## src/rtl/phase_cmd_parser.sv

```systemverilog
// Host command byte parser: turns FT245 RX FIFO bytes into phase-table writes,
// bank-swap strobes and the global output enable, dropping and counting bad commands.
module phase_cmd_parser #(
   parameter int NUM_CHANNELS   = 128,
   parameter int PHASE_WIDTH    = 8,
   parameter int TIMEOUT_CYCLES = 65535,
   localparam int AW            = $clog2(NUM_CHANNELS)
) (
   input  logic                   sys_clk,
   input  logic                   rst_n,
   input  logic [7:0]             rxfifo_data,
   input  logic                   rxfifo_empty,
   output logic                   rxfifo_rdreq,
   output logic                   phase_wr_en,
   output logic [AW-1:0]          phase_wr_addr,
   output logic [PHASE_WIDTH-1:0] phase_wr_data,
   output logic                   phase_swap,
   output logic                   out_en,
   output logic                   err_pulse,
   output logic [7:0]             err_count,
   output logic [2:0]             dbg_state_o
);

   localparam int TW = $clog2(TIMEOUT_CYCLES + 1);

   // IDLE is encoded as 0 so a reset parser reads back as idle.
   localparam logic [2:0] ST_IDLE   = 3'd0;
   localparam logic [2:0] ST_S_ADDR = 3'd1;
   localparam logic [2:0] ST_S_DATA = 3'd2;
   localparam logic [2:0] ST_B_ADDR = 3'd3;
   localparam logic [2:0] ST_B_CNT  = 3'd4;
   localparam logic [2:0] ST_B_DATA = 3'd5;
   localparam logic [2:0] ST_E_ARG  = 3'd6;

   logic [2:0]             state_q, state_d;
   logic [AW-1:0]          addr_q, addr_d;
   logic [7:0]             cnt_q, cnt_d;
   logic                   bad_q, bad_d;
   logic [TW-1:0]          timer_q, timer_d;
   logic                   byte_valid_q;
   logic                   out_en_q, out_en_d;
   logic                   wr_en_q, wr_en_d;
   logic [AW-1:0]          wr_addr_q, wr_addr_d;
   logic [PHASE_WIDTH-1:0] wr_data_q, wr_data_d;
   logic                   swap_q, swap_d;
   logic                   err_q, err_d;
   logic [7:0]             err_cnt_q, err_cnt_d;
   logic                   addr_bad;
   logic [AW-1:0]          addr_next;

   assign rxfifo_rdreq = !rxfifo_empty;
   assign addr_bad     = (32'(rxfifo_data) >= 32'(NUM_CHANNELS));
   assign addr_next    = (addr_q == AW'(NUM_CHANNELS - 1)) ? '0 : addr_q + AW'(1);

   always_comb begin
      state_d   = state_q;
      addr_d    = addr_q;
      cnt_d     = cnt_q;
      bad_d     = bad_q;
      timer_d   = timer_q;
      out_en_d  = out_en_q;
      wr_en_d   = 1'b0;
      wr_addr_d = wr_addr_q;
      wr_data_d = wr_data_q;
      swap_d    = 1'b0;
      err_d     = 1'b0;

      // A byte always clears the idle counter, so abort and byte never collide.
      if (state_q == ST_IDLE || byte_valid_q) begin
         timer_d = '0;
      end else if (timer_q == TW'(TIMEOUT_CYCLES - 1)) begin
         timer_d = '0;
         state_d = ST_IDLE;
         err_d   = 1'b1;
      end else begin
         timer_d = timer_q + TW'(1);
      end

      if (byte_valid_q) begin
         case (state_q)
            ST_IDLE: begin
               case (rxfifo_data)
                  8'h01:   state_d = ST_S_ADDR;
                  8'h02:   swap_d  = 1'b1;
                  8'h03:   state_d = ST_B_ADDR;
                  8'h04:   state_d = ST_E_ARG;
                  default: err_d   = 1'b1;
               endcase
            end
            ST_S_ADDR, ST_B_ADDR: begin
               addr_d  = AW'(rxfifo_data);
               bad_d   = addr_bad;
               err_d   = addr_bad;
               state_d = (state_q == ST_S_ADDR) ? ST_S_DATA : ST_B_CNT;
            end
            ST_S_DATA: begin
               wr_en_d   = !bad_q;
               wr_addr_d = addr_q;
               wr_data_d = rxfifo_data[PHASE_WIDTH-1:0];
               state_d   = ST_IDLE;
            end
            ST_B_CNT: begin
               cnt_d   = rxfifo_data;
               state_d = (rxfifo_data == 8'd0) ? ST_IDLE : ST_B_DATA;
            end
            ST_B_DATA: begin
               // A bad start address still consumes the burst, just without writes.
               wr_en_d   = !bad_q;
               wr_addr_d = addr_q;
               wr_data_d = rxfifo_data[PHASE_WIDTH-1:0];
               addr_d    = addr_next;
               cnt_d     = cnt_q - 8'd1;
               if (cnt_q == 8'd1) state_d = ST_IDLE;
            end
            ST_E_ARG: begin
               out_en_d = rxfifo_data[0];
               state_d  = ST_IDLE;
            end
            default: state_d = ST_IDLE;
         endcase
      end

      err_cnt_d = (err_d && err_cnt_q != 8'hFF) ? err_cnt_q + 8'd1 : err_cnt_q;
   end

   always_ff @(posedge sys_clk or negedge rst_n) begin
      if (!rst_n) begin
         state_q      <= ST_IDLE;
         addr_q       <= '0;
         cnt_q        <= '0;
         bad_q        <= 1'b0;
         timer_q      <= '0;
         byte_valid_q <= 1'b0;
         out_en_q     <= 1'b0;
         wr_en_q      <= 1'b0;
         wr_addr_q    <= '0;
         wr_data_q    <= '0;
         swap_q       <= 1'b0;
         err_q        <= 1'b0;
         err_cnt_q    <= '0;
      end else begin
         state_q      <= state_d;
         addr_q       <= addr_d;
         cnt_q        <= cnt_d;
         bad_q        <= bad_d;
         timer_q      <= timer_d;
         byte_valid_q <= rxfifo_rdreq;
         out_en_q     <= out_en_d;
         wr_en_q      <= wr_en_d;
         wr_addr_q    <= wr_addr_d;
         wr_data_q    <= wr_data_d;
         swap_q       <= swap_d;
         err_q        <= err_d;
         err_cnt_q    <= err_cnt_d;
      end
   end

   assign phase_wr_en   = wr_en_q;
   assign phase_wr_addr = wr_addr_q;
   assign phase_wr_data = wr_data_q;
   assign phase_swap    = swap_q;
   assign out_en        = out_en_q;
   assign err_pulse     = err_q;
   assign err_count     = err_cnt_q;
   assign dbg_state_o   = state_q;

endmodule

```

## config.mk

```make
export PLATFORM = sky130hd
export DESIGN_NAME = phase_cmd_parser
export DESIGN_NICKNAME = d
export VERILOG_FILES = /design/src/rtl/phase_cmd_parser.sv
export SDC_FILE = /design/constraint.sdc
export NUM_CORES = 1
export LEC_CHECK = 0
export ABC_AREA = 1
export BUFFER_PORTS_ARGS = -buffer_cell sky130_fd_sc_hd__clkbuf_2
export CORE_UTILIZATION = 58
export CTS_CLUSTER_DIAMETER = 120
export DETAILED_ROUTE_END_ITERATION = 10
export PLACE_DENSITY = 0.92
export SKIP_CTS_REPAIR_TIMING = 1
export SYNTH_ARGS = -nofsm -noshare
export SYNTH_HDL_FRONTEND = slang
export SYNTH_SLANG_ARGS = --single-unit
```

## constraint.sdc

```tcl
create_clock -name sys_clk -period 2 [get_ports sys_clk]
set_input_delay 0.4 -clock sys_clk [delete_from_list [all_inputs] [get_ports sys_clk]]
set_output_delay 0.4 -clock sys_clk [all_outputs]
set_load 0.005 [all_outputs]
```

==> flow_metrics.env, run 1 <==
export IMPL_status="completed"
export IMPL_grt_usage_pct=27.1
export IMPL_cts_htree_levels=3
export IMPL_avgSynthCellArea_um2=7.99
export IMPL_cp_arrival_ps=2110
export IMPL_startpoint_type="register"
export IMPL_globalRouteOverflowTotal=0
export IMPL_critPathMaxStageDelay_ps=390
export IMPL_antenna_cells=0
export IMPL_drt_initial_drc_count=367
export IMPL_io_pins=42
export IMPL_first_pass_iters=5
export IMPL_crit_path_cell_trace="inv_1 > nor2_1 > nand2_1 > a21oi_1 > o21ai_0 > a31oi_1"
export IMPL_grt_pass1_vias=2826
export IMPL_synth_net_count=430
export IMPL_timing_rr_start="dbg_state_o[0]$_DFF_PN0_"
export IMPL_ir_drop_mv=0.715
export IMPL_grtUsageMet3_pct=6.12
export IMPL_wl_per_cell_um=13.7
export IMPL_slew_headroom_pct=63.1
export IMPL_drv_slew=0
export IMPL_hold_ws_ps=19.3
export IMPL_fmax_mhz=541
export IMPL_slowest_stage="dfrtp_1"
export IMPL_layout_nets=480
export IMPL_dieHeight_um=77.5
export IMPL_r2r_slack_ps=150
export IMPL_cts_clk_slew_worst_paths_ps=70
export IMPL_totalWireLength_um=7390
export IMPL_grt_busiest_layer="met2"
export IMPL_netlist_instances=413
export IMPL_gp_congestion=0.953
export IMPL_nFillCells=406
export IMPL_grt_pass1_wl_um=12600
export IMPL_synth_edff_count=0
export IMPL_ys_ff_latch=63
export IMPL_cts_root_buffer_cell="clkbuf_8"
export IMPL_rsz0062_at_grt="false"
export IMPL_rr_endpoint="addr_q[6]$_DFFE_PN0P_"
export IMPL_synth_top_cell_by_area="dfrtp_1"
export IMPL_fin_crit_ps=1850
export IMPL_tightest_slew_ps=553
export IMPL_postRouteAntennaNets=0
export IMPL_port_buffers=41
export IMPL_cap_violations=0
export IMPL_drc=0
export IMPL_vias=2957
export IMPL_cts_tree="done"
export IMPL_antenna_found_initial=0
export IMPL_chipWidth_um=77.5
export IMPL_clockBufferDepth=2
export IMPL_core_area_um2=5510
export IMPL_cp_required_ps=2260
export IMPL_crit_type="reg -> reg"
export IMPL_synth_area_leaders="dfrtp_1, nand2_1, nor2_1, inv_1, nand3_1"
export IMPL_hold_violations=0
export IMPL_design_die_area_um2=6000
export IMPL_clk_latency_ps=350
export IMPL_min_path_type="in -> async"
export IMPL_avgViaCountPerCell=5.48
export IMPL_grt_max_degree=44
export IMPL_clock_skew_ps=10.7
export IMPL_seq_area_frac_synth_pct=47.7
export IMPL_ys_async_sr_fraction_pct=100
export IMPL_yosysTopAreaCellShare_pct=47.7
export IMPL_finalNonFillerCells=540
export IMPL_p_total_mw=5.22
export IMPL_use_met1_pct=33.9
export IMPL_start_util_pct=60.0
export IMPL_worstRegToRegCells=6
export IMPL_drive_gt1_share_pct=17.1
export IMPL_dp_hpwl_um=5310
export IMPL_dp_cells=524
export IMPL_numCtsBuffers=9
export IMPL_tns_ps=0
export IMPL_pwr_density_cell_nw_per_um2=1360
export IMPL_fin_crit_sh_pct=92.4
export IMPL_endpoint_kind="register"
export IMPL_area_delta_synth_final_pct=15.9
export IMPL_leakage_nw=1.95
export IMPL_synth_main_ff_cell="dfrtp_1"
export IMPL_setup_viol=0
export IMPL_path_max_fanout=10
export IMPL_grt_use_met2_pct=45.0
export IMPL_synth_warnings=0
export IMPL_synth_cell_type_count=32
export IMPL_core_rowCount=27
export IMPL_clock_sinks=63
export IMPL_syn_area_um2=3300
layer usage:
layer	up-vias	routed length (um)
met3	13	418
li1	1436	-
met2	106	3620
met1	1402	3170
met4	0	178
met5	-	0
report_power, final:
group / internal, mW / leakage [nW] / total, mW / switching (mW)
registers: 1.69 / 0.801 / 2.04 / 0.355
clock network: 0.730 / 0.116 / 1.23 / 0.497
logic: 0.745 / 1.03 / 1.95 / 1.20
total: 3.16 / 1.95 / 5.22 / 2.05
synthesized netlist by cell type, drive strengths merged, types with 7 or more instances:
| cell | number |
|---|---|
| o21ai | 26 |
| inv | 45 |
| buf | 7 |
| a31oi | 10 |
| nand3 | 27 |
| dfrtp | 63 |
| nor2 | 55 |
| nand2 | 114 |
| xor2 | 10 |
| nand4 | 8 |
| nor3 | 17 |
registers in the layout, summed over array words and instances, names as in the netlist:
register / count
addr_q: 7
bad_q: 1
byte_valid_q: 1
cnt_q: 8
dbg_state_o: 3
err_count: 8
err_pulse: 1
out_en: 1
phase_swap: 1
phase_wr_addr: 7
phase_wr_data: 8
phase_wr_en: 1
timer_q: 16
placed cells by master, fill, tap and decap left out:
| cell | netlist | final |
|---|---|---|
| nand3_1 | 26 | 25 |
| buf_12 | 0 | 1 |
| clkinv_2 | 0 | 3 |
| a31oi_1 | 10 | 10 |
| o211ai_1 | 1 | 1 |
| nand4_1 | 8 | 8 |
| xor2_1 | 10 | 10 |
| nand2_1 | 111 | 111 |
| clkbuf_8 | 0 | 10 |
| dfrtp_1 | 63 | 63 |
| a41oi_1 | 1 | 1 |
| clkinv_4 | 0 | 1 |
| nor3_2 | 5 | 5 |
| nor3_1 | 11 | 11 |
| nor2_1 | 54 | 54 |
| buf_4 | 1 | 5 |
| clkbuf_2 | 1 | 41 |
| or2_1 | 1 | 1 |
| bufinv_16 | 0 | 2 |
| nor3_4 | 1 | 1 |
| a22oi_1 | 1 | 1 |
| nand2_4 | 2 | 2 |
| inv_2 | 4 | 5 |
| o21bai_1 | 1 | 1 |
| a21oi_1 | 6 | 6 |
| nor3b_1 | 6 | 6 |
| ha_1 | 6 | 6 |
| nand3_2 | 0 | 1 |
| o21ai_0 | 26 | 26 |
| nand3_4 | 1 | 1 |
| nand2_2 | 1 | 1 |
| xnor2_1 | 5 | 5 |
| inv_1 | 41 | 41 |
| o21a_1 | 1 | 1 |
| nor2_4 | 1 | 1 |
cell families (layout without fill, tap and decap cells):
group / count (synthesis) / count (layout) / share of synthesized area [%]
fa+ha+maj: 6 / 6 / 2.27
xor+xnor: 15 / 15 / 3.98
flops: 63 / 63 / 47.7
buf+inv: 54 / 109 / 6.90
simple gates: 228 / 228 / 31.2
compound gates: 47 / 47 / 7.92
worst max path at each step:
stage | to | start | cells after the start | slack, ps
floorplan | addr_q[2]$_DFFE_PN0P_ | dbg_state_o[0]$_DFF_PN0_ | 5 | 540
global placement | err_count[7]$_DFFE_PN0P_ | rxfifo_data[2] | 12 | 350
detailed placement | phase_wr_addr[3]$_DFFE_PN0P_ | dbg_state_o[0]$_DFF_PN0_ | 7 | 260
CTS | phase_wr_data[2]$_DFFE_PN0P_ | dbg_state_o[0]$_DFF_PN0_ | 7 | 190
global route | addr_q[6]$_DFFE_PN0P_ | dbg_state_o[0]$_DFF_PN0_ | 6 | 10
finish | addr_q[6]$_DFFE_PN0P_ | dbg_state_o[0]$_DFF_PN0_ | 6 | 150
area by class of cell:
type	instances	area, um2	share of cell area [%]
inverters	46	173	4.51
repair buffers	47	263	6.87
clock inverters	6	83.8	2.19
flip-flops and latches	63	1580	41.2
well taps	72	90.1	2.35
clock buffers	10	138	3.60
multi-input cells	296	1500	39.3
worst max-delay path: cells and delay by family, from the launching register on:
family | cells | cell delay [ps]
AOI/OAI and AO/OA | 3 | 770
and+or+nand+nor | 2 | 460
buffers and inverters | 1 | 130
DFF | 1 | 390
through the flow:
step / cell area, um2 / worst slack (ps) / util (%)
final: 3830 / 153 / 69.5
after global routing: 3830 / 13.0 / 69.5
after CTS: 3820 / 191 / 69.4
after detailed placement: 3600 / 257 / 65.4
after global placement: 3600 / 353 / 65.4
after floorplan: 3300 / 542 / -
(Power assumes the default switching activity.)
==> run 2, diff against run 1 <==
--- a/config.mk
+++ b/config.mk
@@ -7,10 +7,10 @@
 export LEC_CHECK = 0
 export ABC_AREA = 1
 export BUFFER_PORTS_ARGS = -buffer_cell sky130_fd_sc_hd__clkbuf_2
-export CORE_UTILIZATION = 58
+export CORE_UTILIZATION = 52
 export CTS_CLUSTER_DIAMETER = 120
 export DETAILED_ROUTE_END_ITERATION = 10
-export PLACE_DENSITY = 0.92
+export PLACE_DENSITY = 0.88
 export SKIP_CTS_REPAIR_TIMING = 1
 export SYNTH_ARGS = -nofsm -noshare
 export SYNTH_HDL_FRONTEND = slang
==> constraint.sdc (replaced) <==
create_clock -name sys_clk -period 1.5 [get_ports sys_clk]
set_input_delay 0.3 -clock sys_clk [delete_from_list [all_inputs] [get_ports sys_clk]]
set_output_delay 0.3 -clock sys_clk [all_outputs]
set_load 0.005 [all_outputs]
==> flow_metrics.env, run 2 (same netlist as run 1, synthesis figures left out) <==
export IMPL_cp_num_cells=9
export IMPL_gp_congestion=0.891
export IMPL_critPathMaxStageDelay_ps=390
export IMPL_status="finished with violations"
export IMPL_tightest_slew_ps=409
export IMPL_place_area_um2=3840
export IMPL_avgViaCountPerCell=5.57
export IMPL_fmax_mhz=627
export IMPL_regMostFlops="timer_q"
export IMPL_dieHeight_um=81.7
export IMPL_wl_per_cell_um=15.4
export IMPL_critPathBufInv=1
export IMPL_slowest_stage="dfrtp_1"
export IMPL_startpoint_type="register"
export IMPL_path_max_fanout=5
export IMPL_seq_power_share_pct=34.9
export IMPL_io_pins=42
export IMPL_cts_htree_levels=3
export IMPL_grt_max_degree=33
export IMPL_grt_usage_pct=27.3
export IMPL_pwr_density_cell_nw_per_um2=1840
export IMPL_core_rowCount=28
export IMPL_hold_violations=63
export IMPL_core_area_um2=6030
export IMPL_start_util_pct=54.8
export IMPL_cp_arrival_ps=1890
export IMPL_port_buffers=41
export IMPL_first_pass_iters=5
export IMPL_drive_gt1_share_pct=28.4
export IMPL_hold_ws_ps=-30.2
export IMPL_dp_hpwl_um=5700
export IMPL_worstRegToRegCells=9
export IMPL_totalWireLength_um=8940
export IMPL_design_die_area_um2=6670
export IMPL_fin_ws_ps=-95.5
export IMPL_drv_slew=0
export IMPL_clock_sinks=63
export IMPL_crit_path_cell_trace="nand2_2 > nor3_4 > nand2_1 > nor3_2 > nand2_2 > nand2_4 > buf_4 > nand3_1 > nand2_1"
export IMPL_area_delta_synth_final_pct=28.3
export IMPL_clk_latency_ps=350
export IMPL_cap_violations=0
export IMPL_drt_initial_drc_count=304
export IMPL_grt_pass1_wl_um=13600
export IMPL_cts_clk_slew_worst_paths_ps=70
export IMPL_globalRouteOverflowTotal=0
export IMPL_leakage_nw=2.15
export IMPL_antenna_found_initial=0
export IMPL_design_area_um2=4240
export IMPL_comb_power_share_pct=44.1
export IMPL_antenna_cells=0
export IMPL_drc=0
export IMPL_cp_required_ps=1790
export IMPL_fin_crit_sh_pct=106
export IMPL_grt_pass1_vias=3067
export IMPL_rsz0062_at_grt="true"
export IMPL_endpoint_kind="register"
export IMPL_tns_ps=-681
export IMPL_slew_headroom_pct=72.7
export IMPL_p_sw_mw=3.09
export IMPL_pwr_share_clk_pct=21.0
export IMPL_final_cell_mix="nand2_1, dfrtp_1, nor2_1"
export IMPL_numCtsBuffers=9
export IMPL_clockBufferDepth=2
export IMPL_violations="hold timing, setup timing"
export IMPL_setup_viol=12
export IMPL_power_internal_mw=4.71
export IMPL_postRouteAntennaNets=0
export IMPL_chipWidth_um=81.7
export IMPL_crit_family="simple AND/OR/NAND/NOR gates"
export IMPL_largest_reg_flops=16
export IMPL_cts_tree="done"
export IMPL_cts_root_buffer_cell="clkbuf_8"
export IMPL_layout_commonest_cell="nand2_1"
export IMPL_min_path_type="in -> async"
export IMPL_swShare_pct=39.6
export IMPL_fin_crit_ps=1600
export IMPL_clock_skew_ps=7.57
export IMPL_vias=3243
export IMPL_dp_slack_ps=-98.3
export IMPL_layout_nets=520
export IMPL_ir_drop_mv=1.08
export IMPL_crit_type="reg -> reg"
[run 2: per-layer routing]
metal	track usage [%]	part of all wire, %	vias up
met1	33.9	40	1525
met4	13.9	3.4	0
met5	0	0	-
met3	5.78	7.0	34
met2	44.8	49	163
li1	-	-	1521
[run 2: worst paths after layout]
path                                       start                  endpoint  slack [ps]
min in group sys_clk                rxfifo_empty    byte_valid_q$_DFF_PN0_          90
max in group asynchronous                  rst_n      cnt_q[0]$_DFFE_PN0P_        1220
max reg2reg                timer_q[10]$_DFF_PN0_  err_count[3]$_DFFE_PN0P_        -100
min                                        rst_n      cnt_q[6]$_DFFE_PN0P_         -30
max                        timer_q[10]$_DFF_PN0_  err_count[3]$_DFFE_PN0P_        -100
min reg2reg                    bad_q$_DFFE_PN0P_     phase_wr_en$_DFF_PN0_         460
[run 2: layout make-up]
cell class | instances | area (um2)
clock buffer | 12 | 145
clock inverter | 3 | 67.6
fill | 423 | 1790
inverter | 46 | 173
multi-input combinational | 297 | 1610
sequential | 63 | 1580
tap | 75 | 93.8
timing repair buffer | 86 | 567
[run 2: power groups by stage]
stage | Clock (mW) | Sequential [mW] | Combinational, mW
2_1_floorplan | 0 | 2.65 | 1.80
3_3_place_gp | 0 | 2.62 | 2.83
3_5_place_dp | 0 | 2.65 | 2.98
4_1_cts | 1.62 | 2.64 | 3.02
5_1_grt | 1.71 | 2.77 | 3.81
6_report | 1.64 | 2.72 | 3.44
[run 2: stage by stage]
| step | utilization, % | cells | total power, mW |
|---|---|---|---|
| finish | 70.3 | 582 | 7.80 |
| CTS | 67.2 | 573 | 7.28 |
| detailed placement | 63.7 | 558 | 5.63 |
| global route | 70.3 | 582 | 8.30 |
| floorplan | - | 413 | 4.45 |
| global placement | 63.7 | 558 | 5.45 |
==> run 3, diff against run 2 <==
--- a/config.mk
+++ b/config.mk
@@ -7,6 +7,7 @@
 export LEC_CHECK = 0
 export ABC_AREA = 1
 export BUFFER_PORTS_ARGS = -buffer_cell sky130_fd_sc_hd__clkbuf_2
+export CORE_ASPECT_RATIO = 1.75
 export CORE_UTILIZATION = 52
 export CTS_CLUSTER_DIAMETER = 120
 export DETAILED_ROUTE_END_ITERATION = 10
==> constraint.sdc (replaced) <==
create_clock -name sys_clk -period 1.32 [get_ports sys_clk]
set_input_delay 0.264 -clock sys_clk [delete_from_list [all_inputs] [get_ports sys_clk]]
set_output_delay 0.264 -clock sys_clk [all_outputs]
set_load 0.005 [all_outputs]
==> flow_metrics.env, run 3 (same netlist as run 1, synthesis figures left out) <==
export IMPL_gp_congestion=0.992
export IMPL_path_max_fanout=4
export IMPL_final_cell_mix="nand2_1, buf_4, dfrtp_1"
export IMPL_r2r_slack_ps=-350
export IMPL_ir_drop_mv=1.44
export IMPL_cp_required_ps=1610
export IMPL_clock_sinks=63
export IMPL_chipWidth_um=62.2
export IMPL_core_rowCount=38
export IMPL_clk_latency_ps=350
export IMPL_io_pins=42
export IMPL_status="finished with violations"
export IMPL_area_delta_synth_final_pct=43.5
export IMPL_fmax_mhz=597
export IMPL_grt_usage_pct=29.7
export IMPL_hold_violations=0
export IMPL_wl_per_cell_um=17.6
export IMPL_tightest_slew_ps=586
export IMPL_endpoint_kind="register"
export IMPL_cts_root_buffer_cell="clkbuf_8"
export IMPL_largest_reg_flops=16
export IMPL_crit_type="reg -> reg"
export IMPL_rr_endpoint="dbg_state_o[2]$_DFF_PN0_"
export IMPL_whs_path_depth=2
export IMPL_cts_htree_levels=3
export IMPL_drive_gt1_share_pct=38.2
export IMPL_core_area_um2=6180
export IMPL_place_area_um2=4210
export IMPL_cp_arrival_ps=1960
export IMPL_drc=0
export IMPL_start_util_pct=53.4
export IMPL_layout_nets=561
export IMPL_grt_pass1_vias=3545
export IMPL_drv_slew=0
export IMPL_antenna_cells=0
export IMPL_leakage_nw=2.38
export IMPL_design_area_um2=4740
export IMPL_drt_initial_drc_count=244
export IMPL_clock_skew_ps=9.07
export IMPL_totalWireLength_um=11000
export IMPL_dr_wl_met2_um=5980
export IMPL_grt_pass1_wl_um=15300
export IMPL_cap_violations=0
export IMPL_fin_ws_ps=-355
export IMPL_avgViaCountPerCell=5.77
export IMPL_rsz0062_at_grt="true"
export IMPL_port_buffers=41
export IMPL_dp_hpwl_um=6980
export IMPL_slew_headroom_pct=60.9
export IMPL_vias=3615
export IMPL_nFillCells=377
export IMPL_timing_rr_start="dbg_state_o[1]$_DFF_PN0_"
export IMPL_worstRegToRegCells=8
export IMPL_p_total_mw=9.38
export IMPL_setup_viol=60
export IMPL_violations="setup timing"
export IMPL_dieHeight_um=107
export IMPL_wl_met3_um=728
export IMPL_cts_tree="done"
export IMPL_antenna_found_initial=0
export IMPL_postRouteAntennaNets=0
export IMPL_worstHoldStart="rxfifo_empty"
export IMPL_regMostFlops="timer_q"
export IMPL_pwr_density_cell_nw_per_um2=1980
export IMPL_cts_clk_slew_worst_paths_ps=70
export IMPL_holdPathEnd="byte_valid_q$_DFF_PN0_"
export IMPL_fin_crit_ps=1670
export IMPL_globalRouteOverflowTotal=0
export IMPL_startpoint_type="register"
export IMPL_numCtsBuffers=9
export IMPL_dr_max_layer_used="met4"
export IMPL_layout_commonest_cell="nand2_1"
export IMPL_clockBufferDepth=2
export IMPL_first_pass_iters=7
export IMPL_design_die_area_um2=6680
export IMPL_wl_met1_um=3640
export IMPL_grt_max_degree=24
export IMPL_min_path_type="in -> reg"
export IMPL_fin_crit_sh_pct=127
## run 3: routing by layer
metal  up-vias  global-route usage, %
li1       1595                      -
met1      1711                   27.7
met2       236                   54.5
met3        73                   6.89
met4         0                   23.4
met5         -                      0
## run 3: worst max-delay path by stage
stage | endpoint | startpoint | depth (start not counted)
2_1_floorplan | timer_q[13]$_DFF_PN0_ | timer_q[8]$_DFF_PN0_ | 8
3_3_place_gp | err_count[7]$_DFFE_PN0P_ | rxfifo_data[7] | 12
3_5_place_dp | timer_q[10]$_DFF_PN0_ | timer_q[0]$_DFF_PN0_ | 7
4_1_cts | timer_q[10]$_DFF_PN0_ | timer_q[0]$_DFF_PN0_ | 7
5_1_grt | dbg_state_o[2]$_DFF_PN0_ | dbg_state_o[1]$_DFF_PN0_ | 8
6_report | dbg_state_o[2]$_DFF_PN0_ | dbg_state_o[1]$_DFF_PN0_ | 8
## run 3: metrics by stage
stage,TNS [ps],std cells,utilization (%),hold slack [ps],setup WS [ps]
floorplan,-1270,413,-,-31.6,-71.3
global placement,-3300,602,68.1,278,-174
CTS,-6680,616,70.6,-103,-286
detailed placement,-6270,602,68.1,279,-252
finish,-7840,627,76.7,55.7,-355
global route,-11730,627,76.7,48.8,-461
## run 3: area by class of cell
class	instances	area (um2)	area share (%)
well taps	80	100	2.11
clock buffers	12	145	3.06
multi-input cells	297	1780	37.6
repair buffers	127	930	19.6
clock inverters	2	10.0	0.211
flip-flops and latches	63	1580	33.3
inverters	46	194	4.09
## run 3: power breakdown
part | switching [mW] | internal (mW) | leakage (nW)
Combinational | 2.77 | 2.08 | 1.50
Sequential | 0.521 | 2.56 | 0.799
Clock | 0.735 | 0.706 | 0.0821
Total | 4.03 | 5.35 | 2.38
## run 3: critical path, cell delays in order (launching register included)
cell	delay, ps
dfrtp_1	460
buf_4	200
nor3_2	320
o21ai_0	220
nand2_1	90
nor2_1	40
nand2_1	90
nand2_1	90
nand2_1	80
